File: config.mk
export PLATFORM = sky130hd
export DESIGN_NAME = ssp_peripheral_flat
export DESIGN_NICKNAME = d
export VERILOG_FILES = /design/src/rtl/ssp_peripheral_pkg.sv /design/src/rtl/ssp_peripheral_if.sv /design/src/rtl/ssp_edge_detect.sv /design/src/rtl/ssp_peripheral.sv /design/src/flat_wrapper.sv
export SDC_FILE = /design/constraint.sdc
export NUM_CORES = 1
export LEC_CHECK = 0
export ABC_AREA = 1
export CELL_PAD_IN_SITES_DETAIL_PLACEMENT = 1
export CELL_PAD_IN_SITES_GLOBAL_PLACEMENT = 2
export CORE_MARGIN = 1
export CORE_UTILIZATION = 35
export DETAILED_ROUTE_END_ITERATION = 16
export HOLD_SLACK_MARGIN = 0.08
export MAX_ROUTING_LAYER = met4
export PLACE_DENSITY_LB_ADDON = 0.1
export SLEW_MARGIN = 30
export SYNTH_ARGS = -nofsm -noshare
export SYNTH_HDL_FRONTEND = slang
export SYNTH_HIERARCHICAL = 1
export SYNTH_SLANG_ARGS = --single-unit
File: constraint.sdc
create_clock -name PCLK -period 4.1 [get_ports PCLK]
set_input_delay 0.82 -clock PCLK [delete_from_list [all_inputs] [get_ports PCLK]]
set_output_delay 0.82 -clock PCLK [all_outputs]
set_load 0.05 [all_outputs]
File: src/rtl/ssp_peripheral_pkg.sv
// Shared definitions for the SSP peripheral: word width, gap limits and
// the TX/RX state enumerations.
package ssp_pkg;

    localparam int unsigned SSP_WORD_W        = 8;
    localparam int unsigned SSP_CNT_W         = 3;
    localparam int unsigned SSP_FRAME_GAP_MAX = 15;
    localparam int unsigned SSP_GAP_W         = 4;

    typedef enum logic [1:0] {
        TIDLE,
        TSHIFT,
        TGAP
    } ssp_tx_state_e;

    typedef enum logic {
        RIDLE,
        RSHIFT
    } ssp_rx_state_e;

endpackage

File: src/rtl/ssp_peripheral_if.sv
// Serial-link and host-handshake signals of the SSP peripheral.
// The slave modport is the peripheral's view; master is the SSP master/host side.
interface ssp_peripheral_if;
    import ssp_pkg::*;

    // serial link from the SSP master
    logic                  SSPCLKOUT;
    logic                  SSPFSSOUT;
    logic                  SSPTXD;
    logic                  SSPOE_B;
    // serial link back to the SSP master
    logic                  SSPCLKIN;
    logic                  SSPFSSIN;
    logic                  SSPRXD;
    // host transmit handshake
    logic [SSP_WORD_W-1:0] TXBYTE;
    logic                  TXVALID;
    logic                  TXREADY;
    // host receive handshake
    logic [SSP_WORD_W-1:0] RXBYTE;
    logic                  RXVALID;
    logic                  RXACK;

    modport slave (
        input  SSPCLKOUT, SSPFSSOUT, SSPTXD, SSPOE_B, TXBYTE, TXVALID, RXACK,
        output SSPCLKIN, SSPFSSIN, SSPRXD, TXREADY, RXBYTE, RXVALID
    );

    modport master (
        output SSPCLKOUT, SSPFSSOUT, SSPTXD, SSPOE_B, TXBYTE, TXVALID, RXACK,
        input  SSPCLKIN, SSPFSSIN, SSPRXD, TXREADY, RXBYTE, RXVALID
    );

endinterface

File: src/rtl/ssp_edge_detect.sv
// Registers the incoming SSP master clock and produces one-PCLK rise/fall strobes.
module ssp_edge_detect (
    input  logic clk_i,
    input  logic rst_ni,
    input  logic sclk_i,
    output logic rise_o,
    output logic fall_o
);

    logic sclk_q;

    // Previous-cycle copy of the serial clock.
    always_ff @(posedge clk_i or negedge rst_ni) begin
        if (!rst_ni) sclk_q <= 1'b0;
        else         sclk_q <= sclk_i;
    end

    assign rise_o = sclk_i & ~sclk_q;
    assign fall_o = ~sclk_i & sclk_q;

endmodule

File: src/rtl/ssp_peripheral.sv
// SSP slave peripheral: one-byte TX holding register feeding a framed serial
// transmitter clocked at PCLK/2, and a framed serial receiver sampling the
// master's clock on its falling edge.
// Optional feature macro: SSP_PERIPH_RXOVR_EN adds the sticky RXOVR flag.
module ssp_peripheral
    import ssp_pkg::*;
#(
    parameter int unsigned FRAME_GAP = 0
) (
    input  logic            PCLK,
    input  logic            CLEAR_B,
    ssp_peripheral_if.slave bus
`ifdef SSP_PERIPH_RXOVR_EN
    ,
    output logic            RXOVR
`endif
);

    localparam logic [SSP_GAP_W-1:0] GAP_LOAD =
        (FRAME_GAP > 0) ? SSP_GAP_W'(FRAME_GAP - 1) : '0;

    // transmit path state
    ssp_tx_state_e         tx_state_q, tx_state_d;
    logic                  clkin_q;
    logic [SSP_WORD_W-1:0] hold_q, hold_d;
    logic                  hold_full_q, hold_full_d;
    logic [SSP_WORD_W-2:0] tx_sh_q, tx_sh_d;
    logic [SSP_CNT_W-1:0]  tx_cnt_q, tx_cnt_d;
    logic [SSP_GAP_W-1:0]  gap_q, gap_d;
    logic                  fss_q, fss_d;
    logic                  rxd_q, rxd_d;
    logic                  tx_edge, tx_load, tx_capture;

    // receive path state
    ssp_rx_state_e         rx_state_q, rx_state_d;
    logic [SSP_WORD_W-2:0] rx_sh_q, rx_sh_d;
    logic [SSP_CNT_W-1:0]  rx_cnt_q, rx_cnt_d;
    logic [SSP_WORD_W-1:0] rxbyte_q, rxbyte_d;
    logic                  rxvalid_q, rxvalid_d;
    logic                  rx_complete;
    logic                  sample;
    logic                  sclk_rise_unused;

    ssp_edge_detect u_edge (
        .clk_i  (PCLK),
        .rst_ni (CLEAR_B),
        .sclk_i (bus.SSPCLKOUT),
        .rise_o (sclk_rise_unused),
        .fall_o (sample)
    );

    assign tx_edge    = ~clkin_q;
    assign tx_capture = bus.TXVALID & ~hold_full_q;
    assign hold_full_d = (hold_full_q & ~tx_load) | tx_capture;
    assign hold_d      = tx_capture ? bus.TXBYTE : hold_q;

    // TX next-state: frame start, bit shifting and inter-frame gap.
    always_comb begin
        tx_state_d = tx_state_q;
        tx_sh_d    = tx_sh_q;
        tx_cnt_d   = tx_cnt_q;
        gap_d      = gap_q;
        fss_d      = fss_q;
        rxd_d      = rxd_q;
        tx_load    = 1'b0;
        if (tx_edge) begin
            case (tx_state_q)
                TIDLE: tx_load = hold_full_q;
                TSHIFT: begin
                    if (tx_cnt_q != '0) begin
                        rxd_d    = tx_sh_q[SSP_WORD_W-2];
                        tx_sh_d  = {tx_sh_q[SSP_WORD_W-3:0], 1'b0};
                        fss_d    = 1'b0;
                        tx_cnt_d = tx_cnt_q - 1'b1;
                    end else if (hold_full_q && FRAME_GAP == 0) begin
                        tx_load = 1'b1;
                    end else begin
                        fss_d      = 1'b0;
                        rxd_d      = 1'b0;
                        tx_state_d = (FRAME_GAP == 0) ? TIDLE : TGAP;
                        gap_d      = GAP_LOAD;
                    end
                end
                TGAP: begin
                    // The edge that ends the last gap period is evaluated as
                    // TIDLE, so exactly FRAME_GAP idle periods separate frames.
                    if (gap_q != '0)      gap_d      = gap_q - 1'b1;
                    else if (hold_full_q) tx_load    = 1'b1;
                    else                  tx_state_d = TIDLE;
                end
                default: tx_state_d = TIDLE;
            endcase
        end
        if (tx_load) begin
            tx_state_d = TSHIFT;
            tx_sh_d    = hold_q[SSP_WORD_W-2:0];
            rxd_d      = hold_q[SSP_WORD_W-1];
            fss_d      = 1'b1;
            tx_cnt_d   = SSP_CNT_W'(SSP_WORD_W - 1);
        end
    end

    // TX state register, SSPCLKIN divider and holding register.
    always_ff @(posedge PCLK or negedge CLEAR_B) begin
        if (!CLEAR_B) begin
            tx_state_q  <= TIDLE;
            clkin_q     <= 1'b0;
            hold_q      <= '0;
            hold_full_q <= 1'b0;
            tx_sh_q     <= '0;
            tx_cnt_q    <= '0;
            gap_q       <= '0;
            fss_q       <= 1'b0;
            rxd_q       <= 1'b0;
        end else begin
            tx_state_q  <= tx_state_d;
            clkin_q     <= ~clkin_q;
            hold_q      <= hold_d;
            hold_full_q <= hold_full_d;
            tx_sh_q     <= tx_sh_d;
            tx_cnt_q    <= tx_cnt_d;
            gap_q       <= gap_d;
            fss_q       <= fss_d;
            rxd_q       <= rxd_d;
        end
    end

    // RX next-state: frame detect, bit capture, abort on output-enable loss.
    always_comb begin
        rx_state_d  = rx_state_q;
        rx_sh_d     = rx_sh_q;
        rx_cnt_d    = rx_cnt_q;
        rxbyte_d    = rxbyte_q;
        rx_complete = 1'b0;
        if (sample) begin
            case (rx_state_q)
                RIDLE: begin
                    if (bus.SSPFSSOUT && !bus.SSPOE_B) begin
                        rx_state_d = RSHIFT;
                        rx_cnt_d   = '0;
                    end
                end
                RSHIFT: begin
                    if (bus.SSPOE_B) begin
                        rx_state_d = RIDLE;
                        rx_cnt_d   = '0;
                    end else begin
                        rx_sh_d = {rx_sh_q[SSP_WORD_W-3:0], bus.SSPTXD};
                        if (rx_cnt_q == SSP_CNT_W'(SSP_WORD_W - 1)) begin
                            rx_complete = 1'b1;
                            rxbyte_d    = {rx_sh_q, bus.SSPTXD};
                            rx_cnt_d    = '0;
                            rx_state_d  = bus.SSPFSSOUT ? RSHIFT : RIDLE;
                        end else begin
                            rx_cnt_d = rx_cnt_q + 1'b1;
                        end
                    end
                end
                default: rx_state_d = RIDLE;
            endcase
        end
    end

    // A completing byte wins over a same-cycle acknowledge.
    assign rxvalid_d = rx_complete | (rxvalid_q & ~bus.RXACK);

    // RX state register and host-facing receive byte.
    always_ff @(posedge PCLK or negedge CLEAR_B) begin
        if (!CLEAR_B) begin
            rx_state_q <= RIDLE;
            rx_sh_q    <= '0;
            rx_cnt_q   <= '0;
            rxbyte_q   <= '0;
            rxvalid_q  <= 1'b0;
        end else begin
            rx_state_q <= rx_state_d;
            rx_sh_q    <= rx_sh_d;
            rx_cnt_q   <= rx_cnt_d;
            rxbyte_q   <= rxbyte_d;
            rxvalid_q  <= rxvalid_d;
        end
    end

`ifdef SSP_PERIPH_RXOVR_EN
    logic rxovr_q, rxovr_d;

    assign rxovr_d = rxovr_q | (rx_complete & rxvalid_q & ~bus.RXACK);

    // Sticky overrun flag, cleared only by reset.
    always_ff @(posedge PCLK or negedge CLEAR_B) begin
        if (!CLEAR_B) rxovr_q <= 1'b0;
        else          rxovr_q <= rxovr_d;
    end

    assign RXOVR = rxovr_q;
`endif

    assign bus.SSPCLKIN = clkin_q;
    assign bus.SSPFSSIN = fss_q;
    assign bus.SSPRXD   = rxd_q;
    assign bus.TXREADY  = ~hold_full_q;
    assign bus.RXBYTE   = rxbyte_q;
    assign bus.RXVALID  = rxvalid_q;

endmodule

File: src/flat_wrapper.sv
// flat-port wrapper written by rule: the top's interface ports become plain ports
module ssp_peripheral_flat import ssp_pkg::*;
#(
    parameter int unsigned FRAME_GAP = 0
)
  (PCLK, CLEAR_B, bus_SSPCLKOUT, bus_SSPFSSOUT, bus_SSPTXD, bus_SSPOE_B, bus_TXBYTE, bus_TXVALID, bus_RXACK, bus_SSPCLKIN, bus_SSPFSSIN, bus_SSPRXD, bus_TXREADY, bus_RXBYTE, bus_RXVALID);
  ssp_peripheral_if bus_i ();
  input  logic PCLK;
  input  logic CLEAR_B;
  input wire logic [$bits(bus_i.SSPCLKOUT)-1:0] bus_SSPCLKOUT;
  input wire logic [$bits(bus_i.SSPFSSOUT)-1:0] bus_SSPFSSOUT;
  input wire logic [$bits(bus_i.SSPTXD)-1:0] bus_SSPTXD;
  input wire logic [$bits(bus_i.SSPOE_B)-1:0] bus_SSPOE_B;
  input wire logic [$bits(bus_i.TXBYTE)-1:0] bus_TXBYTE;
  input wire logic [$bits(bus_i.TXVALID)-1:0] bus_TXVALID;
  input wire logic [$bits(bus_i.RXACK)-1:0] bus_RXACK;
  output wire logic [$bits(bus_i.SSPCLKIN)-1:0] bus_SSPCLKIN;
  output wire logic [$bits(bus_i.SSPFSSIN)-1:0] bus_SSPFSSIN;
  output wire logic [$bits(bus_i.SSPRXD)-1:0] bus_SSPRXD;
  output wire logic [$bits(bus_i.TXREADY)-1:0] bus_TXREADY;
  output wire logic [$bits(bus_i.RXBYTE)-1:0] bus_RXBYTE;
  output wire logic [$bits(bus_i.RXVALID)-1:0] bus_RXVALID;
  assign bus_i.SSPCLKOUT = bus_SSPCLKOUT;
  assign bus_i.SSPFSSOUT = bus_SSPFSSOUT;
  assign bus_i.SSPTXD = bus_SSPTXD;
  assign bus_i.SSPOE_B = bus_SSPOE_B;
  assign bus_i.TXBYTE = bus_TXBYTE;
  assign bus_i.TXVALID = bus_TXVALID;
  assign bus_i.RXACK = bus_RXACK;
  assign bus_SSPCLKIN = bus_i.SSPCLKIN;
  assign bus_SSPFSSIN = bus_i.SSPFSSIN;
  assign bus_SSPRXD = bus_i.SSPRXD;
  assign bus_TXREADY = bus_i.TXREADY;
  assign bus_RXBYTE = bus_i.RXBYTE;
  assign bus_RXVALID = bus_i.RXVALID;
  ssp_peripheral #(.FRAME_GAP(FRAME_GAP)) u_core (.PCLK(PCLK), .CLEAR_B(CLEAR_B), .bus(bus_i));
endmodule
==> results.sh <==
export IMPL_n_antenna_cell=0
export IMPL_ff2ff_setup_slack_ps=2720
export IMPL_layout_setup_ws_ps=1659
export IMPL_cts_made_buffers=5
export IMPL_portBuffers=28
export IMPL_drive_gt1_share_pct=8.097
export IMPL_layout_nets=266
export IMPL_ctsHoldBuffers=0
export IMPL_max_cap_viol_count=0
export IMPL_power_density_nw_per_um2=542.5
export IMPL_post_cts_repair_setup_buffers=0
export IMPL_start_util_pct=37.39
export IMPL_cts_sinks=44
export IMPL_dr_max_layer_used="met4"
export IMPL_met3_length_um=134
export IMPL_final_util_pct=45.70
export IMPL_outcome="completed"
export IMPL_die_h_um=76.80
export IMPL_grt_pass1_vias=1507
export IMPL_cp_end_kind="output port"
export IMPL_final_min_clock_period_ps=2441
export IMPL_holdPathEnd="u_core/rx_sh_q[5]"
export IMPL_place_gp_congestion=0.7360
export IMPL_grt_pass1_wl_um=7307
export IMPL_fp_row_count=26
export IMPL_rsz0062_at_grt="false"
export IMPL_syn_area_um2=1958
export IMPL_reg2reg_to="u_core/tx_cnt_q[2]"
export IMPL_drcViolationCount=0
export IMPL_period_share_pct=59.54
export IMPL_vdd_drop_max_v=0.0002834
export IMPL_slew_violations=0
export IMPL_syn_to_final_growth_pct=22.24
export IMPL_htree_num_levels=2
export IMPL_wl_um=3943
export IMPL_hold_violations=0
export IMPL_multiInputGateArea_um2=653.1
export IMPL_min_path_cells=2
export IMPL_dieArea_um2=5897
export IMPL_layout_common_cells="dfrtp_1 (44), inv_1 (39), nand2_1 (38), clkdlybuf4s50_1 (27), nand3_1 (24)"
export IMPL_syn_nets=236
export IMPL_via_count=1459
export IMPL_syn_inst=216
export IMPL_hp_class="reg -> reg"
export IMPL_r2r_start="u_core/tx_cnt_q[0]"
export IMPL_yosysWarnings=6
export IMPL_cp_max_fo=5
export IMPL_cts_tree="built"
export IMPL_die_w_um=76.80
export IMPL_setup_violations_final=0
export IMPL_vias_per_cell=4.603
export IMPL_power_leakage_uw=0.001183
export IMPL_critPathKind="reg -> out"
export IMPL_cts_root_buffer="clkbuf_8"
export IMPL_clk_latency_ps=310
export IMPL_fmax_mhz=409.7
export IMPL_layout_commonest_cell="dfrtp_1"
export IMPL_post_place_ws_ps=1777
export IMPL_p_total_uw=1298
export IMPL_syn_area_per_cell_um2=9.065
export IMPL_reg2reg_depth=8
export IMPL_fin_skew_ps=8.463
export IMPL_tightest_slew_ps=566.0
export IMPL_wl_per_cell_um=12.44
export IMPL_crit_required_ps=3280
export IMPL_dr_pass1_iters=4
export IMPL_dpl_hpwl_um=2762
export IMPL_ctsResizeCount=0
export IMPL_wl_met1_um=2102
export IMPL_finalSetupTns_ps=0
export IMPL_startpoint_type="register"
export IMPL_min_from="u_core/rx_sh_q[5]"
export IMPL_final_antenna_net_count=0
export IMPL_antenna_found_initial=0
export IMPL_drtIter0Drc=103
export IMPL_clk_pin_slew_ps=80
export IMPL_grt_use_total_pct=16.36
export IMPL_fill_cells=632
export IMPL_cts_buffer_depth=2
export IMPL_slew_headroom_pct=62.26
export IMPL_met2_length_um=1642
export IMPL_grt_max_degree=45
export IMPL_grt_overflow=0
export IMPL_regArea_um2=1101
export IMPL_critPathLaunch="u_core/hold_full_q"
export IMPL_cp_arrival_ps=1620
export IMPL_core_area_um2=5238
export IMPL_ios=29
## report_power, final
part / switching [µW] / leakage (µW) / internal (µW)
Sequential: 50.7 / 0.000547 / 551
Clock: 161 / 0.0000583 / 184
Combinational: 224 / 0.000578 / 128
## per-stage QoR
step	hold slack (ps)	instances	instance area [µm²]
final	487.6	317	2394
after global routing	532.1	317	2394
after floorplan	453.0	216	1958
after CTS	494.3	317	2394
after detailed placement	472.5	309	2277
after global placement	469.6	309	2275
## worst max-delay path: stages, from the launching register on
cell and delay, ps:
dfrtp_1 380, inv_2 120, clkdlybuf4s50_1 820
## final cells by class
type,instances,share of cell area [%]
clock inverters,3,1.986
multi-input cells,125,27.29
repair buffers,28,11.60
well taps,70,3.659
clock buffers,5,2.875
flip-flops and latches,44,46.00
inverters,42,6.586
## registers in the layout, indices dropped and copies added, names as in the netlist
name	flops
u_core/bus.SSPRXD	1
u_core/tx_state_q	1
u_core/hold_full_q	1
u_core/tx_sh_q	7
u_core/tx_cnt_q	3
u_core/bus.SSPFSSIN	1
u_core/u_edge/sclk_q	1
u_core/rx_sh_q	7
u_core/bus.RXBYTE	8
u_core/bus.SSPCLKIN	1
u_core/bus.RXVALID	1
u_core/hold_q	8
u_core/rx_cnt_q	3
u_core/rx_state_q	1
## routing by layer
metal / global-route usage [%] / vias up
met3: 4.048 / 5
met2: 22.86 / 23
met1: 22.63 / 692
li1: - / 739
met5: - / -
met4: 6.346 / 0
## worst max-delay path by stage
stage	end	slack, ps	cells after the start
6_report	bus_TXREADY	1660	2
2_1_floorplan	u_core/bus.RXBYTE[7]	2370	5
3_5_place_dp	u_core/rx_cnt_q[1]	1780	5
5_1_grt	bus_SSPCLKIN	1600	1
4_1_cts	bus_TXREADY	1640	2
3_3_place_gp	u_core/rx_cnt_q[2]	1840	5
Note: power is estimated with default switching activity, not from simulation.
